$ cat config.mk
export PLATFORM = sky130hd
export DESIGN_NAME = imm_gen_stage_flat
export DESIGN_NICKNAME = d
export VERILOG_FILES = /design/src/rtl/imm_pkg.sv /design/src/rtl/imm_gen_stage_if.sv /design/src/rtl/imm_extract.sv /design/src/rtl/imm_gen_stage.sv /design/src/flat_wrapper.sv
export SDC_FILE = /design/constraint.sdc
export NUM_CORES = 1
export LEC_CHECK = 0
export ABC_AREA = 1
export ABC_CLOCK_PERIOD_IN_PS = 3620
export CORE_ASPECT_RATIO = 1.75
export CORE_MARGIN = 2
export CORE_UTILIZATION = 55
export DETAILED_ROUTE_END_ITERATION = 7
export GPL_TIMING_DRIVEN = 1
export MAX_ROUTING_LAYER = met4
export PLACE_DENSITY_LB_ADDON = 0.25
export SLEW_MARGIN = 5
export SYNTH_ARGS = -nofsm -noshare
export SYNTH_HDL_FRONTEND = slang
export SYNTH_HIERARCHICAL = 1
export SYNTH_SLANG_ARGS = --single-unit
$ cat constraint.sdc
create_clock -name clk -period 3.62 [get_ports clk]
set_input_delay 0.724 -clock clk [delete_from_list [all_inputs] [get_ports clk]]
set_output_delay 0.724 -clock clk [all_outputs]
set_load 0.05 [all_outputs]
$ cat src/rtl/imm_pkg.sv
`default_nettype none
// ============================================================================
// imm_pkg : shared types and constants for the immediate-generation stage
// Revision: 1.0
// ============================================================================
package imm_pkg;

  typedef enum logic [2:0] {
    IMM_I     = 3'b000,
    IMM_S     = 3'b001,
    IMM_B     = 3'b010,
    IMM_U     = 3'b011,
    IMM_J     = 3'b100,
    IMM_Z     = 3'b101,
    IMM_SHAMT = 3'b110,
    IMM_NONE  = 3'b111
  } imm_src_e;

  localparam int XLEN_RV32 = 32;
  localparam int XLEN_RV64 = 64;
  localparam int INST_W    = 32;

endpackage
`default_nettype wire

$ cat src/rtl/imm_gen_stage_if.sv
`default_nettype none
// ============================================================================
// imm_gen_stage_if : upstream/downstream handshake bundle for imm_gen_stage
// Revision: 1.0
// ============================================================================
interface imm_gen_stage_if #(
  parameter int XLEN  = 32,
  parameter int TAG_W = 32
);
  logic             in_valid;
  logic             in_ready;
  logic [31:0]      in_inst;
  logic [2:0]       in_imm_src;
  logic [TAG_W-1:0] in_tag;
  logic             flush;
  logic             out_valid;
  logic             out_ready;
  logic [XLEN-1:0]  out_imm;
  logic [TAG_W-1:0] out_tag;
  logic             out_illegal;

  // master drives the stage (decode side + downstream ready), slave is the stage
  modport master (
    output in_valid, in_inst, in_imm_src, in_tag, flush, out_ready,
    input  in_ready, out_valid, out_imm, out_tag, out_illegal
  );

  modport slave (
    input  in_valid, in_inst, in_imm_src, in_tag, flush, out_ready,
    output in_ready, out_valid, out_imm, out_tag, out_illegal
  );
endinterface
`default_nettype wire

$ cat src/rtl/imm_extract.sv
`default_nettype none
// ============================================================================
// imm_extract : combinational RISC-V immediate extraction and extension
// Revision: 1.0
// ============================================================================
module imm_extract
  import imm_pkg::*;
#(
  parameter int XLEN = 32
) (
  input  logic [INST_W-1:0] in_inst,
  input  imm_src_e          imm_src,
  output logic [XLEN-1:0]   imm,
  output logic              illegal
);

  localparam bit IS_RV64 = (XLEN == XLEN_RV64);

  logic [31:0] raw;
  logic        sext;
  logic        unused_opcode;

  assign unused_opcode = ^in_inst[6:0];

  // raw holds the 32-bit result; sext says whether bit 31 fills the upper half on RV64
  always_comb begin
    raw     = '0;
    sext    = 1'b0;
    illegal = 1'b0;
    case (imm_src)
      IMM_I: begin
        raw  = {{20{in_inst[31]}}, in_inst[31:20]};
        sext = 1'b1;
      end
      IMM_S: begin
        raw  = {{20{in_inst[31]}}, in_inst[31:25], in_inst[11:7]};
        sext = 1'b1;
      end
      IMM_B: begin
        raw  = {{19{in_inst[31]}}, in_inst[31], in_inst[7], in_inst[30:25],
                in_inst[11:8], 1'b0};
        sext = 1'b1;
      end
      IMM_U: begin
        raw  = {in_inst[31:12], 12'b0};
        sext = 1'b1;
      end
      IMM_J: begin
        raw  = {{11{in_inst[31]}}, in_inst[31], in_inst[19:12], in_inst[20],
                in_inst[30:21], 1'b0};
        sext = 1'b1;
      end
      IMM_Z: begin
        raw = {27'b0, in_inst[19:15]};
      end
      IMM_SHAMT: begin
        if (IS_RV64) begin
          raw = {26'b0, in_inst[25:20]};
        end else begin
          raw     = {27'b0, in_inst[24:20]};
          illegal = in_inst[25];
        end
      end
      IMM_NONE: begin
        illegal = 1'b1;
      end
      default: begin
        illegal = 1'b1;
      end
    endcase
  end

  generate
    if (XLEN == XLEN_RV32) begin : g_rv32
      logic unused_sext;
      assign unused_sext = sext;
      assign imm         = raw;
    end else begin : g_rv64
      assign imm = {{(XLEN-32){sext & raw[31]}}, raw};
    end
  endgenerate

endmodule
`default_nettype wire

$ cat src/rtl/imm_gen_stage.sv
`default_nettype none
// ============================================================================
// imm_gen_stage : registered immediate generator with 2-entry skid buffer
// Revision: 1.0
// ============================================================================
module imm_gen_stage
  import imm_pkg::*;
#(
  parameter int XLEN  = 32,
  parameter int TAG_W = 32
) (
  input  logic            clk,
  input  logic            rst,
  imm_gen_stage_if.slave  bus
);

  logic [XLEN-1:0] ext_imm;
  logic            ext_illegal;

  imm_extract #(.XLEN(XLEN)) u_extract (
    .in_inst (bus.in_inst),
    .imm_src (imm_src_e'(bus.in_imm_src)),
    .imm     (ext_imm),
    .illegal (ext_illegal)
  );

  logic             main_valid_q, main_valid_d;
  logic [XLEN-1:0]  main_imm_q,   main_imm_d;
  logic [TAG_W-1:0] main_tag_q,   main_tag_d;
  logic             main_ill_q,   main_ill_d;
  logic             skid_valid_q, skid_valid_d;
  logic [XLEN-1:0]  skid_imm_q,   skid_imm_d;
  logic [TAG_W-1:0] skid_tag_q,   skid_tag_d;
  logic             skid_ill_q,   skid_ill_d;

  logic push;
  logic pop;

  // in_ready depends only on registered state, so no ready path crosses the stage
  assign bus.in_ready    = !skid_valid_q;
  assign bus.out_valid   = main_valid_q;
  assign bus.out_imm     = main_imm_q;
  assign bus.out_tag     = main_tag_q;
  assign bus.out_illegal = main_ill_q;

  assign push = bus.in_valid && !skid_valid_q;
  assign pop  = main_valid_q && bus.out_ready;

  always_comb begin
    main_valid_d = main_valid_q;
    main_imm_d   = main_imm_q;
    main_tag_d   = main_tag_q;
    main_ill_d   = main_ill_q;
    skid_valid_d = skid_valid_q;
    skid_imm_d   = skid_imm_q;
    skid_tag_d   = skid_tag_q;
    skid_ill_d   = skid_ill_q;

    if (bus.flush) begin
      main_valid_d = 1'b0;
      skid_valid_d = 1'b0;
    end else if (pop) begin
      if (skid_valid_q) begin
        main_imm_d   = skid_imm_q;
        main_tag_d   = skid_tag_q;
        main_ill_d   = skid_ill_q;
        skid_valid_d = 1'b0;
      end else if (push) begin
        main_imm_d   = ext_imm;
        main_tag_d   = bus.in_tag;
        main_ill_d   = ext_illegal;
      end else begin
        main_valid_d = 1'b0;
      end
    end else if (push) begin
      // main is held (or empty); a held main sends the new entry to skid
      if (main_valid_q) begin
        skid_valid_d = 1'b1;
        skid_imm_d   = ext_imm;
        skid_tag_d   = bus.in_tag;
        skid_ill_d   = ext_illegal;
      end else begin
        main_valid_d = 1'b1;
        main_imm_d   = ext_imm;
        main_tag_d   = bus.in_tag;
        main_ill_d   = ext_illegal;
      end
    end
  end

  always_ff @(posedge clk) begin
    if (rst) begin
      main_valid_q <= 1'b0;
      main_imm_q   <= '0;
      main_tag_q   <= '0;
      main_ill_q   <= 1'b0;
      skid_valid_q <= 1'b0;
      skid_imm_q   <= '0;
      skid_tag_q   <= '0;
      skid_ill_q   <= 1'b0;
    end else begin
      main_valid_q <= main_valid_d;
      main_imm_q   <= main_imm_d;
      main_tag_q   <= main_tag_d;
      main_ill_q   <= main_ill_d;
      skid_valid_q <= skid_valid_d;
      skid_imm_q   <= skid_imm_d;
      skid_tag_q   <= skid_tag_d;
      skid_ill_q   <= skid_ill_d;
    end
  end

endmodule
`default_nettype wire

$ cat src/flat_wrapper.sv
// flat-port wrapper written by rule: the top's interface ports become plain ports
module imm_gen_stage_flat import imm_pkg::*;
#(
  parameter int XLEN  = 32,
  parameter int TAG_W = 32
)
  (clk, rst, bus_in_valid, bus_in_inst, bus_in_imm_src, bus_in_tag, bus_flush, bus_out_ready, bus_in_ready, bus_out_valid, bus_out_imm, bus_out_tag, bus_out_illegal);
  imm_gen_stage_if #(.XLEN(XLEN), .TAG_W(TAG_W)) bus_i ();
  input  logic clk;
  input  logic rst;
  input wire logic [$bits(bus_i.in_valid)-1:0] bus_in_valid;
  input wire logic [$bits(bus_i.in_inst)-1:0] bus_in_inst;
  input wire logic [$bits(bus_i.in_imm_src)-1:0] bus_in_imm_src;
  input wire logic [$bits(bus_i.in_tag)-1:0] bus_in_tag;
  input wire logic [$bits(bus_i.flush)-1:0] bus_flush;
  input wire logic [$bits(bus_i.out_ready)-1:0] bus_out_ready;
  output wire logic [$bits(bus_i.in_ready)-1:0] bus_in_ready;
  output wire logic [$bits(bus_i.out_valid)-1:0] bus_out_valid;
  output wire logic [$bits(bus_i.out_imm)-1:0] bus_out_imm;
  output wire logic [$bits(bus_i.out_tag)-1:0] bus_out_tag;
  output wire logic [$bits(bus_i.out_illegal)-1:0] bus_out_illegal;
  assign bus_i.in_valid = bus_in_valid;
  assign bus_i.in_inst = bus_in_inst;
  assign bus_i.in_imm_src = bus_in_imm_src;
  assign bus_i.in_tag = bus_in_tag;
  assign bus_i.flush = bus_flush;
  assign bus_i.out_ready = bus_out_ready;
  assign bus_in_ready = bus_i.in_ready;
  assign bus_out_valid = bus_i.out_valid;
  assign bus_out_imm = bus_i.out_imm;
  assign bus_out_tag = bus_i.out_tag;
  assign bus_out_illegal = bus_i.out_illegal;
  imm_gen_stage #(.XLEN(XLEN), .TAG_W(TAG_W)) u_core (.clk(clk), .rst(rst), .bus(bus_i));
endmodule
### After elaboration in Yosys (flattened, before gate mapping)

Cells that the tools add are included.

| word-level totals | value |
|---|---|
| output and inout port bits | 67 |
| word-level logic and storage cells | 53 |
| input port bits | 72 |
| register bits after elaboration | 132 |

| operators by class | value |
|---|---|
| equality and inequality tests | 10 |
| bitwise operators | 2 |
| reductions and logical operators | 12 |
| muxes and demuxes | 21 |

Operators by type and width:

| cell | number |
|---|---|
| 32-bit 2-to-1 mux | 10 |
| 32-bit case mux with 7 select lines | 1 |
| 3-bit equality test (second input constant) | 4 |
| 1-bit 2-to-1 mux | 9 |
| 4-bit AND reduction | 2 |
| 3-bit by 2-bit equality test with 1-bit output (second input constant) | 2 |
| 2-bit inequality test (second input constant) | 3 |
| 2-bit nonzero test | 2 |
| 3-bit by 1-bit equality test with 1-bit output (second input constant) | 1 |
| 3-bit logical NOT | 1 |
| 3-bit AND reduction | 1 |
| 3-bit OR reduction | 1 |
| 1-bit logical AND | 2 |
| 1-bit NOT | 2 |
| 1-bit case mux with 2 select lines | 1 |
| 2-bit AND reduction | 1 |
| 2-bit OR reduction | 1 |
| 1-bit logical NOT | 1 |

### Depth between registers and ports, before layout

| depth | value |
|---|---|
| depth in word-level cells | 5 |
| gate-level depth with buffers | 10 |
| mapped depth without buffers | 9 |

### Hierarchy

Netlist, hierarchy kept.

By module, submodules not included:

| module | times used | area an instance (um2) | cells an instance | seq. area each (um2) |
|---|---|---|---|---|
| imm_gen_stage | 1 | 5849.4 | 924 | 2642.5 |
| imm_extract | 1 | 548.0 | 101 | 0.0 |

### Worst setup path before layout

No wires, ideal clock.

| timing | value |
|---|---|
| path type | register to register |
| from | register u_core.main_valid_q, in the netlist u_core/bus.out_valid |
| to | register u_core.main_imm_q[23], in the netlist u_core/bus.out_imm[23] |
| library setup time | 113 ps |
| cell stages (with the launch flop) | 10 |
| path buffers | 2 |
| arrival time | 1544 ps |
| path slack | 1963 ps |
| required time | 3507 ps |
| clock period less this slack | 1657 ps |
| cells stage by stage | dfxtp_1 -> nand2_1 -> nor2_2 -> inv_2 -> buf_6 -> buf_6 -> nand2_1 -> nand2_1 -> nor2_1 -> nor2_1 |

| on the way | value |
|---|---|
| word-level cells in the longest chain between the ends | 3 |
| elaborated cells on any way between the ends | 5 |
| those cells by class | eq/ne: 1; mux: 1; reduce/logical: 3 |

Ends and longest elaborated chain:

| item | RTL line | text |
|---|---|---|
| from (decl) | imm_gen_stage.sv:27 | `logic main_valid_q, main_valid_d;` |
| from (signal assigned) | imm_gen_stage.sv:102 | `main_valid_q <= main_valid_d;` |
| 1-bit logical AND | imm_gen_stage.sv:47 | `assign pop = main_valid_q && bus.out_ready;` |
| 2-bit inequality test (no line) or 2-bit nonzero test (tied branches) | n/a |  |
| 4-bit AND reduction (no line) | n/a |  |
| to (signal assigned) | imm_gen_stage.sv:103 | `main_imm_q <= main_imm_d;` |
| to (decl) | imm_gen_stage.sv:28 | `logic [XLEN-1:0] main_imm_q, main_imm_d;` |

Parallel ways exist; a longest one is shown, timed or not.
A chain may end at the register's enable or synchronous reset.

### Worst setup path after layout

| timing | value |
|---|---|
| from | input port bus_in_imm_src[2] |
| to | register u_core.main_imm_q[30], in the netlist u_core/bus.out_imm[30] |

| on the way | value |
|---|---|
| word-level cells in the longest chain between the ends | 5 |
| elaborated cells on any way between the ends | 13 |
| those cells by class | eq/ne: 6; mux: 6; reduce/logical: 1 |

Ends and longest elaborated chain:

| item | RTL line | text |
|---|---|---|
| from (decl) | flat_wrapper.sv:13 | `input wire logic [$bits(bus_i.in_imm_src)-1:0] bus_in_imm_src;` |
| 3-bit equality test, or another cell as far along | imm_extract.sv:30 | `case (imm_src)` |
| 32-bit case mux with 7 select lines (*) | imm_extract.sv:30 |  |
| via u_core.ext_imm[30] | imm_gen_stage.sv:17 | `logic [XLEN-1:0] ext_imm;` |
| 32-bit 2-to-1 mux, on equally long branches | imm_gen_stage.sv:77, imm_gen_stage.sv:68 |  |
| 32-bit 2-to-1 mux, on equally long branches | imm_gen_stage.sv:75, imm_gen_stage.sv:63 |  |
| 32-bit 2-to-1 mux (*) | imm_gen_stage.sv:62 | `end else if (pop) begin` |

Mark *: on every way through the listed nets, which the timed path passes. The rest lies on a longest branch. The select of a mux whose other input is x is not followed.

==> summary.txt <==
Status
  • Status: finished, final reports clean

GRT
  • Global-route wire length before repair: ~26000 um
  • Initial antenna violation count: 0
  • Largest net degree at the start of global routing: 66
  • Total Routing Usage GR: around a quarter
  • GRT overflow: 0
  • Vias in the first global route: 5772

Power
  • Leak Pwr: 3.98 nW
  • Power Density: a little under 500 nW/um2
  • Worst-case vdd ir drop: about 410 uV

Detailed routing
  • # DRC: 0
  • Vias/cell: slightly below 5
  • Routed WL: ~16000 um
  • Antenna viol nets, final: 0
  • Routed len/inst: between 10 and 15 um
  • Drt first pass iters: 5
  • 1st-iter DRT viols: 330
  • Via Count: between 6000 and 7000

Clock tree
  • CTS root buf: clkbuf_16
  • Post-cts sizing count: 0
  • Max clock buf depth: 2
  • H-tree depth: 4
  • Clock-pin slew on the worst setup and hold paths: around 0.050 ns
  • Post-CTS Setup Inserts: 0
  • CTS tree: built
  • Insertion delay to the later sink of the worst-skew pair: just over 0.4 ns
  • Sink Count: ~130
  • Hold-fix buffers, CTS: 0
  • CTS buffer count: 17

Worst setup path
  • Crit path DAT: 2.75 ns
  • Crit Path Class: in -> reg
  • Worst setup path end: u_core/bus.out_imm[30]
  • Crit path buffers/inverters: 2
  • Max incr delay on CP: roughly 0.60 ns
  • Critical-path cell list: clkdlybuf4s50_1 -> inv_2 -> nand3_2 -> nand3_1 -> nand2_1 -> nand2_1 -> nor2_1 -> nor2_1
  • Critical Path RT: between 3 and 4 ns
  • Family with the most delay on the worst path: simple AND/OR/NAND/NOR gates
  • Setup crit start kind: input port
  • CP Depth: 8
  • CP startpoint: bus_in_imm_src[2]
  • R2r setup slk: approximately 1.8 ns
  • Reg2reg end: u_core/bus.out_imm[30]
  • R2r worst-path depth: 7
  • Max FO, Critical Path: 19
  • CP endpoint kind: flop
  • Slowest cell on the critical path: clkdlybuf4s50_1
  • Reg2reg start: u_core/bus.out_valid

STA
  • RSZ-0062 raised after global routing: false
  • F_max: 415 MHz
  • Setup TNS: 0 ns
  • Worst slew margin: between 50% and 60%
  • Worst Hold Slack: roughly 0.48 ns
  • Setup Skew: 0.00933 ns
  • Final critical-path required period: 2.41 ns
  • Final setup fails: 0
  • Max Slew Vio Count: 0
  • Final Hold Fails: 0
  • Period utilisation layout: between 60% and 70%
  • Worst slew pin tran: approximately 0.74 ns
  • Final worst slack: approximately 1.2 ns

Layout
  • Most common cell after layout, fill and taps aside: nand2_1
  • Most frequent cells in the layout: 374 x nand2_1, 268 x nor2_1, 132 x dfxtp_1
  • Final Util: about 72%
  • NumNets Final: about 1200
  • Area growth syn-to-layout: 29.3%
  • Number of antenna repair diodes: 0
  • Layout cell share with drive strength beyond 1: 5.54%
  • Post-route non-filler standard cell count: between 1000 and 1500

Logic synthesis
  • Cell Area, Synth: 6400 um2
  • Ys Warns: 6
  • Compound-Gate Fraction of Synth Area: under 10%
  • Adder-Cell Fraction of Synth Area: 0%
  • Post-Syn Area per Cell: 6.24 um2
  • Xor and xnor area share after synthesis: 0%
  • Cell count after synthesis: 1025
  • Distinct cells, synth: 27
  • Post-Synth Simple-Gate Area: between 40% and 50%
  • Sequential fraction of the synthesis area: about two fifths
  • Largest family of logic cells by synthesized area: simple AND/OR/NAND/NOR gates
  • Synthesized Nets: ~1100
  • Synth Register Bits: between 100 and 150
  • Post-synthesis mux area share: 0%

Floorplan
  • Die Y: ~150 um
  • Row count: 52
  • DIE AREA: 12500 um2
  • Num ports: approximately 140
  • Starting Density: between 50 and 60%
  • Core footprint: between 10000 and 15000 um2
  • Die W: ~86 um

Placed design
  • GPL Wtd Cong: 0.940
  • Placed Instances: around 1200
  • Worst slack, placed: approximately 0.85 ns
  • DP HPWL: about 10000 um
  • # port buffers: roughly 130

Job
  • Max-cap violations: 0

Min path
  • Hold/Removal Path Class: reg -> reg
==> power breakdown <==
part           switching (mW)  internal [mW]  leakage, nW
combinational           0.379          0.226         2.59
clock                   0.631           1.28        0.315
sequential             0.0271           1.51         1.07
total                    1.04           3.01         3.98
==> stage by stage <==
stage | power (mW) | cell area [um2]
after detailed placement | 2.17 | 7610
after global routing | 4.21 | 8270
after CTS | 4.08 | 8270
final | 4.05 | 8270
after floorplan | 1.95 | 6400
after global placement | 2.16 | 7610
==> worst register-to-register path, stage by stage, from the launching register on <==
cell,delay [ns]
dfxtp_1,0.43
nand2_1,0.16
nor2_4,0.13
buf_4,0.60
nand2_1,0.14
nand2_1,0.10
nor2_1,0.05
nor2_1,0.14
==> layer usage <==
metal / GRT usage (%) / part of all wire, % / vias to the layer above
met5: - / 0 / -
met4: 12.1 / 2.9 / 0
met3: 4.97 / 3.4 / 34
li1: - / - / 3266
met2: 45.4 / 53 / 150
met1: 28.5 / 40 / 2749
==> Yosys cell counts <==
cell	n	area share (%)
nand2_1	375	22
nor2_1	268	16
dfxtp_1	132	41
inv_1	79	4.6
o21ai_0	48	3.8
clkbuf_1	20	1.2
nand3_1	19	1.5
o21ai_1	17	1.3
buf_2	16	1.3
buf_6	14	2.5
buf_4	9	1.1
nand3_2	5	0.78
a21oi_1	4	0.31
inv_2	3	0.18
nand2_4	2	0.35
nand4_1	2	0.20
nor2_4	2	0.35
a21oi_4	1	0.25
buf_8	1	0.23
nand2_2	1	0.098
nor2_2	1	0.098
nor2_8	1	0.31
nor3_1	1	0.078
nor4_1	1	0.098
o21a_1	1	0.12
o21ai_4	1	0.25
o22ai_1	1	0.098
==> cells by family after synthesis <==
logic type,Yosys count
simple gates,678
buf+inv,142
flops,132
compound gates,73
==> registers in the layout (all words and copies together) (netlist names) <==
register                count
u_core/skid_tag_q          32
u_core/skid_ill_q           1
u_core/bus.out_imm         32
u_core/bus.out_illegal      1
u_core/bus.out_tag         32
u_core/skid_imm_q          32
u_core/skid_valid_q         1
u_core/bus.out_valid        1
==> how the worst min path moves through the flow <==
stage / end / start / cells after the start
detailed placement: u_core/skid_tag_q[27] / u_core/skid_tag_q[27] / 2
floorplan: u_core/skid_imm_q[11] / u_core/skid_imm_q[11] / 2
global route: u_core/skid_imm_q[14] / u_core/skid_imm_q[14] / 2
finish: u_core/skid_tag_q[27] / u_core/skid_tag_q[27] / 2
CTS: u_core/skid_tag_q[27] / u_core/skid_tag_q[27] / 2
global placement: u_core/skid_imm_q[22] / u_core/skid_imm_q[22] / 2
==> cell type report <==
cell class,count,area (um2)
fillers,960,3180
clock inverters,11,199
well taps,135,169
inverters,82,309
clock buffers,20,467
repair buffers,142,1420
multi-input cells,751,3070
flip-flops and latches,132,2640
(Power assumes the default switching activity.)
